[src/rtl/calc_btn_pkg.sv]
// Shared types and button indices for the calculator button conditioner.
package calc_btn_pkg;

  typedef enum logic [1:0] {
    S_LOW  = 2'b00,
    S_RISE = 2'b01,
    S_HIGH = 2'b10,
    S_FALL = 2'b11
  } btn_state_t;

  localparam int NUM_BTN = 5;
  localparam int BTN_C   = 0;
  localparam int BTN_U   = 1;
  localparam int BTN_L   = 2;
  localparam int BTN_R   = 3;
  localparam int BTN_D   = 4;

endpackage

[src/rtl/calc_btn_debounce.sv]
// One button lane: synchronizer, 4-state debounce FSM with saturating counter,
// registered level and one-cycle rise strobe.
import calc_btn_pkg::*;

module calc_btn_debounce #(
  parameter int DEBOUNCE_CYCLES = 1000000,
  parameter int SYNC_STAGES     = 2
) (
  input  logic clk,
  input  logic resetn,
  input  logic raw,
  output logic level,
  output logic pulse,
  output logic high
);

  localparam int CW = (DEBOUNCE_CYCLES > 2) ? $clog2(DEBOUNCE_CYCLES) : 1;
  localparam logic [CW-1:0] CNT_MAX = CW'(DEBOUNCE_CYCLES - 1);

  logic [SYNC_STAGES-1:0] sync;
  logic                   s;
  logic [CW-1:0]          cnt;
  btn_state_t             state;

  always_ff @(posedge clk or negedge resetn) begin
    if (!resetn) sync <= '0;
    else         sync <= {sync[SYNC_STAGES-2:0], raw};
  end

  assign s    = sync[SYNC_STAGES-1];
  assign high = (state == S_HIGH);

  // level/pulse are updated on the same edge as the state they reflect
  always_ff @(posedge clk or negedge resetn) begin
    if (!resetn) begin
      state <= S_LOW;
      cnt   <= '0;
      level <= 1'b0;
      pulse <= 1'b0;
    end else begin
      pulse <= 1'b0;
      unique case (state)
        S_LOW: if (s) begin
          cnt   <= '0;
          state <= S_RISE;
        end
        S_RISE: begin
          if (!s) state <= S_LOW;
          else if (cnt == CNT_MAX) begin
            state <= S_HIGH;
            level <= 1'b1;
            pulse <= 1'b1;
          end else cnt <= cnt + 1'b1;
        end
        S_HIGH: if (!s) begin
          cnt   <= '0;
          state <= S_FALL;
        end
        S_FALL: begin
          if (s) state <= S_HIGH;
          else if (cnt == CNT_MAX) begin
            state <= S_LOW;
            level <= 1'b0;
          end else cnt <= cnt + 1'b1;
        end
        default: state <= S_LOW;
      endcase
    end
  end

endmodule

[src/rtl/calc_btn_cond.sv]
// Conditions the five board buttons: levels for l/r/d, press strobes for c/u.
// Optional btnc auto-repeat when CALC_BTN_AUTOREPEAT_EN is defined.
import calc_btn_pkg::*;

module calc_btn_cond #(
  parameter int DEBOUNCE_CYCLES = 1000000,
  parameter int SYNC_STAGES     = 2,
  parameter int REPEAT_CYCLES   = 25000000
) (
  input  logic clk,
  input  logic resetn,
  input  logic btnc_raw,
  input  logic btnu_raw,
  input  logic btnl_raw,
  input  logic btnr_raw,
  input  logic btnd_raw,
  output logic btnl,
  output logic btnr,
  output logic btnd,
  output logic btnc_pulse,
  output logic btnu_pulse
);

  logic [NUM_BTN-1:0] raw, level, pulse, high;

  assign raw = {btnd_raw, btnr_raw, btnl_raw, btnu_raw, btnc_raw};

  for (genvar b = 0; b < NUM_BTN; b++) begin : g_btn
    calc_btn_debounce #(
      .DEBOUNCE_CYCLES(DEBOUNCE_CYCLES),
      .SYNC_STAGES    (SYNC_STAGES)
    ) u_db (
      .clk   (clk),
      .resetn(resetn),
      .raw   (raw[b]),
      .level (level[b]),
      .pulse (pulse[b]),
      .high  (high[b])
    );
  end

  assign btnl       = level[BTN_L];
  assign btnr       = level[BTN_R];
  assign btnd       = level[BTN_D];
  assign btnu_pulse = pulse[BTN_U];

`ifdef CALC_BTN_AUTOREPEAT_EN
  localparam int RW = (REPEAT_CYCLES > 2) ? $clog2(REPEAT_CYCLES) : 1;
  logic [RW-1:0] rcnt;
  logic          rep;

  // Counter restarts on the press edge (state was S_RISE) and on any exit from S_HIGH
  always_ff @(posedge clk or negedge resetn) begin
    if (!resetn) begin
      rcnt <= '0;
      rep  <= 1'b0;
    end else if (!high[BTN_C]) begin
      rcnt <= '0;
      rep  <= 1'b0;
    end else if (rcnt == RW'(REPEAT_CYCLES - 1)) begin
      rcnt <= '0;
      rep  <= 1'b1;
    end else begin
      rcnt <= rcnt + 1'b1;
      rep  <= 1'b0;
    end
  end

  assign btnc_pulse = pulse[BTN_C] | rep;
`else
  assign btnc_pulse = pulse[BTN_C];
`endif

  logic unused_sig;
  assign unused_sig = ^{level[BTN_U:BTN_C], pulse[BTN_D:BTN_L], high, (REPEAT_CYCLES > 0)};

endmodule

[config.mk]
export PLATFORM = sky130hd
export DESIGN_NAME = calc_btn_cond
export DESIGN_NICKNAME = d
export VERILOG_FILES = /design/src/rtl/calc_btn_pkg.sv /design/src/rtl/calc_btn_debounce.sv /design/src/rtl/calc_btn_cond.sv
export SDC_FILE = /design/constraint.sdc
export NUM_CORES = 1
export LEC_CHECK = 0
export CORE_ASPECT_RATIO = 1.75
export CORE_UTILIZATION = 58
export DETAILED_ROUTE_END_ITERATION = 8
export DONT_BUFFER_PORTS = 1
export GPL_TIMING_DRIVEN = 0
export PLACE_DENSITY = 0.74
export SYNTH_ARGS = -nofsm -noshare
export SYNTH_HDL_FRONTEND = slang
export SYNTH_SLANG_ARGS = --single-unit
[constraint.sdc]
create_clock -name clk -period 2.9 [get_ports clk]
set_clock_uncertainty 0.1 [all_clocks]
set_input_delay 0.725 -clock clk [delete_from_list [all_inputs] [get_ports clk]]
set_output_delay 0.725 -clock clk [all_outputs]
set_load 0.01 [all_outputs]
== Word-level counts from Yosys, hierarchy flattened ==
Index checks and enable logic that the tools add are counted.

* Bits in registers: 125
* Bits of input ports: 7
* Output and inout port bits: 5
* Logic and storage cells: 188

* Add/subtract/negate cells: 5
* Eq/ne operators: 56
* Mux-type cells: 86
* Reduce and logical (&&, ||, !) cells: 21

{| class="wikitable"
|+ Operators with widths
! cell !! number
|-
| $mux 20 || 25
|-
| $pmux 20 s4 || 5
|-
| $add 20x1->20 const B || 5
|-
| $eq 20x20->1 const B || 5
|-
| $mux 2 || 30
|-
| $pmux 2 s4 || 5
|-
| $reduce_and 4->1 || 10
|-
| $ne 2x1->1 const B || 16
|-
| $eq 2x2->1 const B || 10
|-
| $ne 2x2->1 const B || 10
|-
| $mux 1 || 18
|-
| $ne 3x1->1 const B || 5
|-
| $ne 3x3->1 const B || 5
|-
| $reduce_and 5->1 || 3
|-
| $eq 2x1->1 const B || 5
|-
| $logic_not 2->1 || 5
|-
| $pmux 1 s2 || 3
|-
| $reduce_bool 2->1 || 3
|}

== Longest topological paths before layout ==
* Word-level depth: 4
* Gate-level depth with buffers: 9

== Hierarchy ==
Synthesis repeated with hierarchy kept, for this count alone.

* Cells, all modules: 762
* Area total of the unflattened synthesis: 7090.6 um2

{| class="wikitable"
|+ Modules (own cells, without submodules)
! module !! instances !! cells an instance !! area each (um2) !! seq. area each (um2)
|-
| calc_btn_debounce at g_btn[0].u_db ... || 4 || 148 || 1381.3 || 650.6
|-
| calc_btn_debounce at g_btn[4].u_db || 1 || 170 || 1565.3 || 650.6
|}

== Worst setup path after synthesis ==
No wires, ideal clock.

* Path kind: register to register
* From: register g_btn[3].u_db.cnt[0]
* To: register g_btn[3].u_db.cnt[16]
* Library setup time: 0.087 ns
* Arrival time: 1.987 ns
* Required time: 2.713 ns
* Slack: 0.726 ns
* Stages on the path, launching flop included: 8
* Clock period less this slack: 2.174 ns
* Cells stage by stage: dfrtp_1 -> ha_1 -> nand3_2 -> or2_1 -> buf_6 -> or4_4 -> or4_1 -> o211ai_1

* Cells in the longest elaborated chain, start to end: 4
* Elaborated cells on any way between the ends: 6

{| class="wikitable"
|+ RTL lines
! element !! RTL line !! RTL
|-
| start: declaration || calc_btn_debounce.sv:22 || <nowiki>logic [CW-1:0] cnt;</nowiki>
|-
| start signal: assignment || calc_btn_debounce.sv:53 || <nowiki>end else cnt <= cnt + 1'b1;</nowiki>
|-
| start signal: assignment || calc_btn_debounce.sv:64 || <nowiki>end else cnt <= cnt + 1'b1;</nowiki>
|-
| $add 20x1->20 / $eq 20x20->1 (equally long branches) || -- ||
|-
| $mux 20 * || calc_btn_debounce.sv:49, calc_btn_debounce.sv:61 ||
|-
| $mux 20 (on tied branches) || calc_btn_debounce.sv:60, calc_btn_debounce.sv:48 ||
|-
| $pmux 20 s4 * || calc_btn_debounce.sv:42 || <nowiki>unique case (state)</nowiki>
|}

Mark *: on every way between the ends. The rest lies on a longest branch, timed or not. The select of a mux whose other input is x is not followed.
A chain may end at the register's enable or synchronous reset.

==> qor.csv <==
stage,metric,value,unit
grt,met3 Use GR,4.728,%
grt,met2 usage,47.15,%
clock_tree,CTS tree,done,
yosys,YS warnings,0,
routing,final WL,14.11,mm
routing,drt drc,0,
placement,DP Wirelength,9.498,mm
pwr,Pwr Density,562.9,nW/um2
layout,n_diodes,0,
setup_path,"Max FO, Critical Path",8,
grt,initial antenna violation count,0,
placement,Placer Congestion,0.8630,
setup_path,CP Class,reg2reg,
setup_path,Worst path max stage delay,0.69,ns
floorplan,die extent in y,142.7,um
yosys,most frequent cells after synthesis,"125 x dfrtp_1, 86 x nand2_1, 74 x nor2_1, 52 x nand3_1, 35 x o21ai_0",
routing,Routed Antenna Nets,0,
setup_path,crit end category,register,
yosys,Mapped Cells,707,
clock_tree,clock buffer depth,2,
clock_tree,worst skew pair latency,0.42,ns
routing,Avg WL per Cell,16.20,um
yosys,"Top FF cell, synth",dfrtp_1,
timing,WHS,-0.09568,ns
yosys,largest area contributor in the netlist,dfrtp_1,
clock_tree,clock root buffer master,clkbuf_16,
pwr,sw frac,22.63,%
pwr,P_sw,0.0009299,W
floorplan,FP Rows,51,
setup_path,Critical Path AT,2.62,ns
grt,largest net degree at the start of global routing,126,
pwr,Clock power frac,49.9,%
setup_path,worst-path cell chain,nor4b_1 > nand4_1 > nor3_1 > mux2_2,
timing,slew margin rel.,43.24,%
clock_tree,number of buffers created by CTS,17,
run,Max Cap Violations,0,
routing,vias per cell,6.324,
yosys,"Net Count, Synth",719,
floorplan,# IOs,12,
placement,Port Buf Inserts,0,
setup_path,CP max stage cell,nor3_1,
yosys,ys async rst share,100.0,%
grt,Total GRT Usage,26.41,%
floorplan,die area,11750,um2
yosys,Mapped Area,6556,um2
yosys,most common cell in the netlist,dfrtp_1,
clock_tree,post-cts sizing count,0,
timing,setup_tns,0,ns
floorplan,die width,82.37,um
routing,DRT iter0 DRCs,309,
clock_tree,clock-pin slew of the registers on the worst-case setup and hold paths,0.06,ns
routing,via count,5508,
yosys,Synth cell types,54,
layout,final net count,738,
yosys,synth top area cells,"dfrtp_1 48%, nand2_1 4.9%, nor2_1 4.2%",
timing,Final Hold Fails,125,
pwr,Comb pwr share,4.5,%
grt,global-route track usage on met1,28.64,%
routing,Pre-antenna DRT Iters,6,
timing,min cycle time layout,2.424,ns
worst_hold_path,HP Class,in2async,
layout,share of layout cells above drive strength 1,7.442,%
clock_tree,H-tree depth,4,
yosys,Yosys top cell area share,47.71,%
floorplan,Initial Util,59.39,%
yosys,register area share after synthesis,47.71,%
timing,Tcrit/Tclk final,83.59,%
timing,unrepaired setup endpoints after global routing,no,
run_status,status,"complete, but fails checks",
grt,first-pass GRT wire length,23.93,mm
pwr,Lkg Pwr,3.100,nW
placement,dpl ws,0.5023,ns
run_status,failing checks,negative hold slack,
timing,slew of the pin with the lowest slew margin,0.8450,ns
setup_path,worst setup path start,g_btn[1].u_db.cnt[12],
clock_tree,Setup Buffers After CTS,0,
timing,PnR worst setup slack,0.4759,ns
clock_tree,clock sinks,125,
layout,P&R area growth vs syn,11.34,%
grt,GRT overflow,0,
floorplan,core area,11040,um2
timing,"Slew Viols, Final",0,
yosys,Yosys reg bits,125,
grt,GR peak layer,met2,
layout,final instance area,7300,um2
placement,DP Area,6721,um2
setup_path,FF-to-FF Start,g_btn[1].u_db.cnt[12],
pwr,Peak VDD IR,0.6443,mV
setup_path,Worst R2R Path Depth,4,
timing,f_max,0.4125,GHz
pwr,internal power of the cells,0.003179,W
grt,vias in the first global route,5453,
pwr,sequential share of power,45.6,%
timing,final setup violating endpoints,0,
yosys,average instance area after synthesis,9.273,um2
setup_path,CP Launch Type,register,
yosys,number of synthesized flops with an enable pin,0,
setup_path,Worst EP required,3.10,ns
-- worst max-delay path: cells and delay by family (launching register included) --
family | cells | cell delay, ns
mux | 1 | 0.41
flops | 1 | 0.41
simple gates | 3 | 1.39
-- final timing paths --
path | to | slack [ns]
worst max-delay path | register | 0.48
min in group clk | g_btn[2].u_db.sync[0] | 0.24
worst min-delay path | g_btn[1].u_db.cnt[4] | -0.1
worst min register to register | g_btn[3].u_db.sync[1] | 0.25
max in group asynchronous | g_btn[3].u_db.cnt[6] | 2.60
worst max register to register | register | 0.48
-- flip-flops by register name, indices dropped and copies added, names as in the netlist, named ones only --
| name | count |
|---|---|
| g_btn.u_db.sync | 10 |
| g_btn.u_db.state | 5 |
| g_btn.u_db.pulse | 2 |
| g_btn.u_db.cnt | 100 |
| g_btn.u_db.level | 3 |
-- power by group through the flow --
stage	Sequential [W]	Combinational, W	Clock, W
final	0.00187	0.000186	0.00205
after detailed placement	0.00190	0.000185	0
after floorplan	0.00188	0.000145	0
after CTS	0.00187	0.000186	0.00209
after global placement	0.00190	0.000176	0
after global routing	0.00188	0.000212	0.00217
-- logic make-up after synthesis --
family | Yosys count | synth area share [%]
AO/OA/AOI/OAI | 123 | 12.54
AND/OR/NAND/NOR | 355 | 27.98
multiplexers | 21 | 3.454
XOR/XNOR | 36 | 4.809
adder cells (fa/ha/maj) | 5 | 0.9542
flip-flops | 125 | 47.71
buffers and inverters | 42 | 2.557
-- stage by stage --
stage / total power [W] / std cells / hold slack, ns / util [%]
6_report: 0.004109 / 871 / -0.09568 / 66.12
2_1_floorplan: 0.002028 / 707 / 0.2312 / -
3_5_place_dp: 0.002084 / 839 / 0.2378 / 60.89
5_1_grt: 0.004261 / 871 / -0.1127 / 66.12
4_1_cts: 0.004146 / 871 / -0.1052 / 66.12
3_3_place_gp: 0.002071 / 839 / 0.2341 / 60.89
-- metal layers --
layer  vias to the layer above  wire length, um
li1                       2631                -
met1                      2704             5675
met2                       127             7570
met3                        46              451
met4                         0              417
met5                         -                0
-- area by class of cell --
| class | count | area (um2) |
|---|---|---|
| flip-flops and latches | 125 | 3128 |
| inverters | 10 | 37.54 |
| well taps | 132 | 165.2 |
| fillers | 894 | 3740 |
| clock buffers | 21 | 460.4 |
| multi-input cells | 540 | 3261 |
| clock inverters | 11 | 117.6 |
| plain buffers | 32 | 130.1 |
-- cells in the final DEF (no fill, tap or decap), types with 3 or more instances in the layout --
master,n
mux2i_1,8
nand3_1,52
and4_1,4
and3_1,17
nand2_1,86
nor4bb_1,5
nor4b_1,10
and2_1,8
ha_1,5
o211ai_1,14
nor2b_1,3
mux2_2,13
o21ai_0,35
xor2_1,29
a311oi_1,3
nor3_1,14
dfrtp_1,125
or2_2,3
clkbuf_16,17
o311ai_0,4
a21oi_1,20
nor2_1,74
o31ai_1,4
xnor2_1,7
nand4_1,30
inv_1,10
clkinv_2,5
a31oi_1,7
nand2b_1,10
a21o_1,3
nor4_1,6
a22o_1,17
o221ai_1,3
or3_1,9
or4_1,13
clkbuf_1,29
No activity file was read; power rests on OpenSTA's default activity.
